`src/rtl/audio_mixer_reg_sequencer.sv`:
```
// Register-port sequencer for the six-channel mixer: boot preset loader, host writes and
// a clk_en-paced master-volume fade engine share one registered write port. Optional boot: AUDIO_SEQ_BOOT_EN.
module audio_mixer_reg_sequencer #(
  parameter logic [7:0] PRESET [0:9] = '{8'd64, 8'd64, 8'd64, 8'd64, 8'd64, 8'd64,
                                         8'd128, 8'd0, 8'd25, 8'd128}
) (
  input  logic       clk,
  input  logic       rst,
  input  logic       clk_en,
  input  logic       h_req,
  input  logic [3:0] h_addr,
  input  logic [7:0] h_din,
  output logic       h_ack,
  input  logic       f_start,
  input  logic [7:0] f_target,
  input  logic [7:0] f_rate,
  output logic       f_busy,
  output logic       f_done,
  output logic [3:0] c_addr,
  output logic       c_wr,
  output logic [7:0] c_din,
  output logic       boot_busy
);

  typedef enum logic [1:0] {BOOT, IDLE, FADE_CNT, FADE_WR} state_t;

`ifdef AUDIO_SEQ_BOOT_EN
  localparam state_t RST_STATE = BOOT;
  localparam logic   RST_BOOT  = 1'b1;
`else
  localparam state_t RST_STATE = IDLE;
  localparam logic   RST_BOOT  = 1'b0;
`endif

  state_t     state, state_n;
  logic [3:0] boot_idx, boot_idx_n;
  logic [7:0] vol_sh, vol_n;
  logic [7:0] tgt, tgt_n;
  logic [7:0] rate, rate_n;
  logic [7:0] cnt, cnt_n;
  logic       pend, pend_n;
  logic [3:0] c_addr_n;
  logic [7:0] c_din_n;
  logic       c_wr_n, h_ack_n, f_done_n, f_busy_n, boot_busy_n;

  logic       host_go;
  logic [7:0] rate_eff;
  logic [7:0] vol_step;

  assign host_go  = h_req && (state != BOOT);
  assign rate_eff = (rate == 8'd0) ? 8'd1 : rate;
  // step never crosses the target, so 0/255 are never exceeded
  assign vol_step = (vol_sh < tgt) ? vol_sh + 8'd1 :
                    (vol_sh > tgt) ? vol_sh - 8'd1 : vol_sh;

  always_comb begin
    state_n     = state;
    boot_idx_n  = boot_idx;
    vol_n       = vol_sh;
    tgt_n       = tgt;
    rate_n      = rate;
    cnt_n       = cnt;
    pend_n      = pend;
    c_addr_n    = c_addr;
    c_din_n     = c_din;
    c_wr_n      = 1'b0;
    h_ack_n     = 1'b0;
    f_done_n    = 1'b0;
    f_busy_n    = f_busy;
    boot_busy_n = 1'b0;

    case (state)
`ifdef AUDIO_SEQ_BOOT_EN
      BOOT: begin
        boot_busy_n = 1'b1;
        c_wr_n      = 1'b1;
        c_addr_n    = boot_idx;
        c_din_n     = PRESET[boot_idx];
        boot_idx_n  = boot_idx + 4'd1;
        if (boot_idx == 4'd9) begin
          boot_idx_n = 4'd0;
          state_n    = IDLE;
        end
      end
`endif
      IDLE: begin
        if (f_start) begin
          if (f_target == vol_sh) begin
            f_done_n = 1'b1;
          end else begin
            tgt_n    = f_target;
            rate_n   = f_rate;
            cnt_n    = 8'd0;
            f_busy_n = 1'b1;
            state_n  = FADE_CNT;
          end
        end
      end
      FADE_CNT: begin
        if (clk_en) begin
          if (cnt == rate_eff - 8'd1) begin
            cnt_n   = 8'd0;
            vol_n   = vol_step;
            pend_n  = 1'b1;
            state_n = FADE_WR;
          end else begin
            cnt_n = cnt + 8'd1;
          end
        end
      end
      FADE_WR: begin
        // pend clear means the step's write is on the port this cycle
        if (!pend) begin
          if (vol_sh == tgt) begin
            f_done_n = 1'b1;
            f_busy_n = 1'b0;
            state_n  = IDLE;
          end else begin
            state_n = FADE_CNT;
          end
        end
      end
      default: ;
    endcase

    // a pending fade step goes out on any cycle the host does not take
    if (state_n == FADE_WR && pend_n && !host_go) begin
      c_wr_n   = 1'b1;
      c_addr_n = 4'd6;
      c_din_n  = vol_n;
      pend_n   = 1'b0;
    end

    if (host_go) begin
      h_ack_n = 1'b1;
      if (h_addr <= 4'd9) begin
        c_wr_n   = 1'b1;
        c_addr_n = h_addr;
        c_din_n  = h_din;
      end
      // direct master-volume write overrides and silently cancels any fade
      if (h_addr == 4'd6) begin
        vol_n    = h_din;
        state_n  = IDLE;
        f_busy_n = 1'b0;
        f_done_n = 1'b0;
        pend_n   = 1'b0;
        cnt_n    = 8'd0;
      end
    end
  end

  always_ff @(posedge clk or negedge rst) begin
    if (!rst) begin
      state     <= RST_STATE;
      boot_idx  <= 4'd0;
      vol_sh    <= PRESET[6];
      tgt       <= 8'd0;
      rate      <= 8'd0;
      cnt       <= 8'd0;
      pend      <= 1'b0;
      c_addr    <= 4'd0;
      c_din     <= 8'd0;
      c_wr      <= 1'b0;
      h_ack     <= 1'b0;
      f_done    <= 1'b0;
      f_busy    <= 1'b0;
      boot_busy <= RST_BOOT;
    end else begin
      state     <= state_n;
      boot_idx  <= boot_idx_n;
      vol_sh    <= vol_n;
      tgt       <= tgt_n;
      rate      <= rate_n;
      cnt       <= cnt_n;
      pend      <= pend_n;
      c_addr    <= c_addr_n;
      c_din     <= c_din_n;
      c_wr      <= c_wr_n;
      h_ack     <= h_ack_n;
      f_done    <= f_done_n;
      f_busy    <= f_busy_n;
      boot_busy <= boot_busy_n;
    end
  end

endmodule

```
`config.mk`:
```
export PLATFORM = sky130hd
export DESIGN_NAME = audio_mixer_reg_sequencer
export DESIGN_NICKNAME = d
export VERILOG_FILES = /design/src/rtl/audio_mixer_reg_sequencer.sv
export SDC_FILE = /design/constraint.sdc
export NUM_CORES = 1
export LEC_CHECK = 0
export ABC_AREA = 1
export CAP_MARGIN = 15
export CELL_PAD_IN_SITES_DETAIL_PLACEMENT = 1
export CELL_PAD_IN_SITES_GLOBAL_PLACEMENT = 2
export CORE_MARGIN = 8
export CORE_UTILIZATION = 28
export DETAILED_ROUTE_END_ITERATION = 12
export HOLD_SLACK_MARGIN = 0.12
export PLACE_DENSITY = 0.8
export SYNTH_ARGS = -nofsm -noshare
export SYNTH_HDL_FRONTEND = slang
export SYNTH_SLANG_ARGS = --single-unit
```
`constraint.sdc`:
```
create_clock -name clk -period 2.45 [get_ports clk]
set_input_delay 0.3675 -clock clk [delete_from_list [all_inputs] [get_ports clk]]
set_output_delay 0.3675 -clock clk [all_outputs]
set_load 0.02 [all_outputs]
```
## After elaboration in Yosys (flattened, before gate mapping)

Index checks and enable logic that the tools add are counted.

| storage, ports and cells | value |
|---|---|
| bits of input ports | 33 |
| flip-flop bits (word level) | 51 |
| word-level logic and storage cells | 89 |
| output and inout bits | 17 |

| operators by class | value |
|---|---|
| add/subtract/negate cells | 4 |
| muxes and demuxes | 54 |
| bitwise gates (word level) | 1 |
| reduce and logical (&&, ||, !) cells | 7 |
| order comparisons | 3 |
| equality and inequality tests | 8 |

Operator list:

| cell | count |
|---|---|
| 8-bit 2-to-1 mux | 17 |
| 8-bit == test | 3 |
| 1-bit 2-to-1 mux | 22 |
| 8-bit by 1-bit adder with 8-bit output (second input constant) | 2 |
| 2-bit 2-to-1 mux | 8 |
| 8-bit case mux with 2 select lines | 1 |
| 8-bit by 1-bit subtractor with 8-bit output (second input constant) | 2 |
| 4-bit 2-to-1 mux | 3 |
| 8-bit > comparator | 1 |
| 8-bit zero test | 1 |
| 8-bit less-than comparator | 1 |
| 2-bit == test (second input constant) | 3 |
| 2-bit case mux with 3 select lines | 1 |
| 4-bit by 3-bit == test with 1-bit output (second input constant) | 1 |
| 4-bit less-or-equal comparator (second input constant) | 1 |
| 1-bit case mux with 2 select lines | 2 |
| 1-bit logical AND | 3 |
| 3-bit AND reduction | 1 |
| 2-bit by 1-bit == test with 1-bit output (second input constant) | 1 |
| 2-bit nonzero test | 1 |
| 1-bit zero test | 1 |
| 1-bit NOT | 1 |

## Longest topological paths before layout

| depth | value |
|---|---|
| word-level depth | 13 |
| depth in mapped cells | 22 |
| depth with buffers taken out | 22 |

## Least setup slack after synthesis

Ideal clock, no wire load.

| path | value |
|---|---|
| kind | register -> register |
| start point | register rate[4] |
| end point | register c_din[0] |
| data arrival time | 2.338 ns |
| cell stages (with the launch flop) | 22 |
| setup slack | -0.011 ns |
| period minus slack after synthesis | 2.461 ns |
| path buffers | 0 |
| library setup time | 0.124 ns |
| required time | 2.326 ns |
| path through | dfrtp_1 > nor2_2 > nand2_2 > nor2_4 > nor2_8 > ha_1 > inv_1 > nand2_1 > nand2_1 > nand2_1 > nor2_1 > nand2_1 > nor2_1 > nand2_1 > nor2_1 > nand3_2 > nand2_1 > nand2_2 > nor2_8 > nor2_4 > nand2_1 > nand3_1 |

| on the way | value |
|---|---|
| longest elaborated chain between the ends | 13 |
| elaborated cells between the ends (all ways) | 19 |
| classes of those cells | add/sub: 1; eq/ne: 2; mux: 13; reduce/logical: 3 |

Ends and longest elaborated chain:

| element | line | source |
|---|---|---|
| start, declared | 39 | `logic [7:0] rate, rate_n;` |
| start signal, assigned | 174 | `rate <= rate_n;` |
| 8-bit zero test | 51 | `assign rate_eff = (rate == 8'd0) ? 8'd1 : rate;` |
| 8-bit 2-to-1 mux * | 51 |  |
| 8-bit by 1-bit subtractor with 8-bit output * | 101 | `if (cnt == rate_eff - 8'd1) begin` |
| 8-bit == test * | 101 |  |
| 2-bit 2-to-1 mux | 101 |  |
| 2-bit 2-to-1 mux | 100 | `if (clk_en) begin` |
| 2-bit case mux with 3 select lines | 72 | `case (state)` |
| 2-bit == test | 127 | `if (state_n == FADE_WR && pend_n && !host_go) begin` |
| 1-bit logical AND (2 in series) | 127 |  |
| 8-bit 2-to-1 mux * | 127 |  |
| 8-bit 2-to-1 mux | 136 | `if (h_addr <= 4'd9) begin` |
| 8-bit 2-to-1 mux * | 134 | `if (host_go) begin` |
| net c_din_n[0] | 43 | `logic [7:0] c_din_n;` |
| end signal, assigned | 178 | `c_din <= c_din_n;` |
| end, declared | 21 | `output logic [7:0] c_din,` |

Mark *: on every way through the listed nets, which the timed path passes. The rest lies on a longest branch.
A chain may end at the register's enable or synchronous reset.

## Final worst setup path

| path | value |
|---|---|
| start point | register rate[4] |
| end point | register c_din[5] |

The elaborated chain is that of the path after synthesis.

==> results.md <==
- Power spent charging and discharging nets: between 300 and 400 µW
- Total of fill cells in the finished design: 1606
- Post-route clock period utilization: 1.05
- Diode count: 0
- EDFF count, synth: 0
- Net switching fraction of the power: 0.233
- Area of all placed cells without fillers: about 4800 µm²
- Number of primary I/O pins: 50
- Start of the worst register-to-register path: rate[4]
- Most frequent cell after synthesis: sky130_fd_sc_hd__nand2_1
- Number of nets produced by synthesis: roughly 580
- Share of async-settable or async-resettable flops after synthesis: 1.00
- Final clock skew: approximately 0.0065 ns
- Number of vias per cell: around 4.7
- Maximum clock rate: between 300 and 400 MHz
- Proportion of layout cells with a drive suffix above 1: 0.146
- Slowest stage cell on the critical path: sky130_fd_sc_hd__dfrtp_1
- Worst ir drop on vdd: between 0.2 and 0.25 mV
- Port Buffer Count: 48
- Worst hold path class: primary input to asynchronous set/reset pin
- Critical path peak fanout: 6
- Min Hold Slack: 0.198 ns
- Sum of routed wire length over all layers: approximately 12000 µm
- CP Launch Type: flop
- Run status: complete, but fails checks
- Total count of hold-check failures in the final report: 0
- Wire per inst: about 15 µm
- Cell taking the most area after synthesis: sky130_fd_sc_hd__dfrtp_1
- Sequential Power Share: 0.507
- Int Pwr: 1.27 mW
- Worst path top cell family by delay: simple AND/OR/NAND/NOR gates
- Wire length of the first global-routing pass: between 15000 and 20000 µm
- Pin count of the biggest net entering global routing: 52
- Buf/Inv on CP: 1
- Warnings from Yosys: 0
- Remaining global-route overflow: 0
- Share of power burned in the clock network: 0.433
- Share of power burned in combinational logic: 0.060
- Critical path origin: rate[4]
- Standard-cell rows: 41
- Min Clock Period, post-route: roughly 2.6 ns
- Clock network latency to the later pin of the worst-skew pair: approximately 0.3 ns
- Placed Area: 4460 µm²
- Count of max-cap constraint violations: 0
- Antenna Violating Nets Remaining: 0
- Longest Clk Path Bufs: 2
- Worst setup margin: -0.125 ns
- Seq/Total Area, Yosys: 0.353
- Die Area: roughly 17000 µm²
- Cell repeated most along the worst path: sky130_fd_sc_hd__nand2_1
- Number of sinks on the clock net: between 50 and 60
- Pwr/cell area: about 340 nW/µm²
- Die span in x: around 130 µm
- Net count of the finished layout: ~670
- Endpoint arrival time on the critical path: 2.80 ns
- Synthesis-stage register bit count: 51
- TritonCTS clock tree: built
- CP cell instances: nor2_2 > nand2_2 > nor2_4 > nor2_8 > ha_4 > inv_2 > nand2_1 > nand2_1 > nand2_1 > nor2_1 > nand2_1 > nor2_2 > nand2_1 > nor2_2 > nand3_4 > a21oi_1 > nand2_2 > nand2_4 > nor2_1 > nor2_1
- Initial Util: 0.287
- Antenna violations before repair: 0
- Top_reg_cell synth: sky130_fd_sc_hd__dfrtp_1
- Chip height: roughly 130 µm
- Max_slew headroom: 0.525
- Static leakage power: between 2 and 2.5 nW
- Inserted Clock Buffers: 5
- DRC violations left: 0
- GRT Overall Usage: 0.146
- Number of DRC markers in iteration 0: about 120
- Routability cong.: slightly above 0.8
- Slew Limit Fails: 0
- Largest cells by area after synthesis: sky130_fd_sc_hd__dfrtp_1, sky130_fd_sc_hd__nand2_1, sky130_fd_sc_hd__inv_1
- Area inside the core boundary: about 13000 µm²
- Setup-failing EPs final: 22
- Number of distinct standard cells referenced by the synthesized netlist: 35
- Endpoint class of the critical path: flop
- Setup repair after global routing missed its margin: yes
- Clock input transition at the sequential cells of the worst setup and hold paths: ~0.070 ns
- Delay contributed by the slowest stage of the critical path: slightly below 0.4 ns
- Post-Synthesis Cells: roughly 530
- Via count: about 3700
- Worst Setup Path Type: flop to flop
- Via count of the first global-routing pass: 4003
- Most numerous cell types in the synthesized netlist: sky130_fd_sc_hd__nand2_1, sky130_fd_sc_hd__inv_1, sky130_fd_sc_hd__dfrtp_1
- Clock H-tree levels: 2
- Violated checks: setup timing
- Layout overhead on the synthesized area: 33.5%
- Area share of the largest cell type after synthesis: 0.339
- HPWL after DPL: 9140 µm
- Synth Area per Inst: roughly 7 µm²
- Hold Buf Count CTS: 0
- CP Data Required Time: around 2.7 ns
- Netlist Area Pre-Place: between 3000 and 4000 µm²
- Transition time of the tightest slew-check pin: around 0.71 ns
- CTS root buffer: sky130_fd_sc_hd__clkbuf_16
- Pre-Repair DR Iteration Count: 4
-- kinds of logic (layout without fill, tap and decap cells) --
| family | count (synthesis) | in the layout | share of synthesized area |
|---|---|---|---|
| AND/OR/NAND/NOR | 282 | 282 | 0.350 |
| buffers and inverters | 93 | 181 | 0.0978 |
| AO/OA/AOI/OAI | 72 | 72 | 0.110 |
| flip-flops | 51 | 51 | 0.353 |
| adder cells (fa/ha/maj) | 17 | 17 | 0.0587 |
| XOR/XNOR | 12 | 12 | 0.0290 |
| other | 1 | 1 | 0.00104 |
-- worst paths after layout --
kind | to | cells past startpoint | slack [ns]
max in group asynchronous | c_wr | 2 | 1.77
setup reg to reg | c_din[5] | 20 | -0.13
min in group clk | tgt[1] | 2 | 0.49
setup / recovery | c_din[5] | 20 | -0.13
hold / removal | cnt[4] | 2 | 0.20
hold reg to reg | tgt[1] | 2 | 0.49
-- layout make-up --
type                    instances  area [µm²]  share of cell area
well taps                     172         215              0.0445
clock buffers                   6         129              0.0267
repair buffers                 89         783               0.162
repair inverters                1        7.51             0.00155
inverters                      83         315              0.0652
multi-input cells             384        2090               0.433
clock inverters                 2        12.5             0.00259
flip-flops and latches         51        1280               0.265
-- through the flow --
step | util | cells | setup WS (ns) | power (mW) | setup TNS [ns]
after floorplan | - | 528 | 0.0126 | 0.877 | 0
after global placement | 0.353 | 763 | -0.173 | 0.957 | -2.58
after detailed placement | 0.353 | 763 | -0.259 | 0.959 | -5.42
after CTS | 0.374 | 781 | -0.230 | 1.69 | -3.70
after global routing | 0.383 | 788 | -0.333 | 1.72 | -7.43
final | 0.383 | 788 | -0.125 | 1.66 | -1.66
-- layer usage --
| metal | global-route usage | up-vias | wire length, µm |
|---|---|---|---|
| li1 | - | 1847 | - |
| met1 | 0.183 | 1797 | 5470 |
| met2 | 0.250 | 45 | 5640 |
| met3 | 0.0220 | 15 | 342 |
| met4 | 0.0478 | 0 | 220 |
| met5 | 0 | - | 0 |
-- timing repair --
action                     in CTS  in global routing
setup endpoints to repair      30                 32
hold endpoints to repair        0                  0
gates cloned                    0                  1
resized for setup               9                 18
setup buffers                  10                  6
pin swaps                      11                  7
-- layout by cell type (no fill, tap or decap), drive strengths merged, types with 3 or more instances in the layout --
master | Yosys | layout
clkdlybuf4s50 | 0 | 47
a21oi | 12 | 12
a31oi | 8 | 8
inv | 82 | 81
buf | 2 | 42
o21ai | 41 | 41
clkbuf | 8 | 6
nand4 | 18 | 18
xnor2 | 8 | 8
xor2 | 4 | 4
clkinvlp | 0 | 3
nor2 | 52 | 52
nand2 | 167 | 167
ha | 17 | 17
dfrtp | 49 | 49
nand3 | 41 | 41
-- state kept, by name (all words and copies together), names as in the netlist --
signal	count
h_ack	1
c_din	8
state	2
pend	1
cnt	8
c_addr	4
vol_sh	8
tgt	8
rate	8
f_busy	1
c_wr	1
f_done	1
-- power by group through the flow --
| stage | Sequential [mW] | Clock, mW | Combinational (mW) |
|---|---|---|---|
| 6_report | 0.841 | 0.718 | 0.0992 |
| 5_1_grt | 0.841 | 0.769 | 0.110 |
| 3_3_place_gp | 0.858 | 0 | 0.0993 |
| 2_1_floorplan | 0.858 | 0 | 0.0187 |
| 3_5_place_dp | 0.858 | 0 | 0.101 |
| 4_1_cts | 0.841 | 0.748 | 0.102 |
Note: power is estimated with default switching activity, not from simulation.
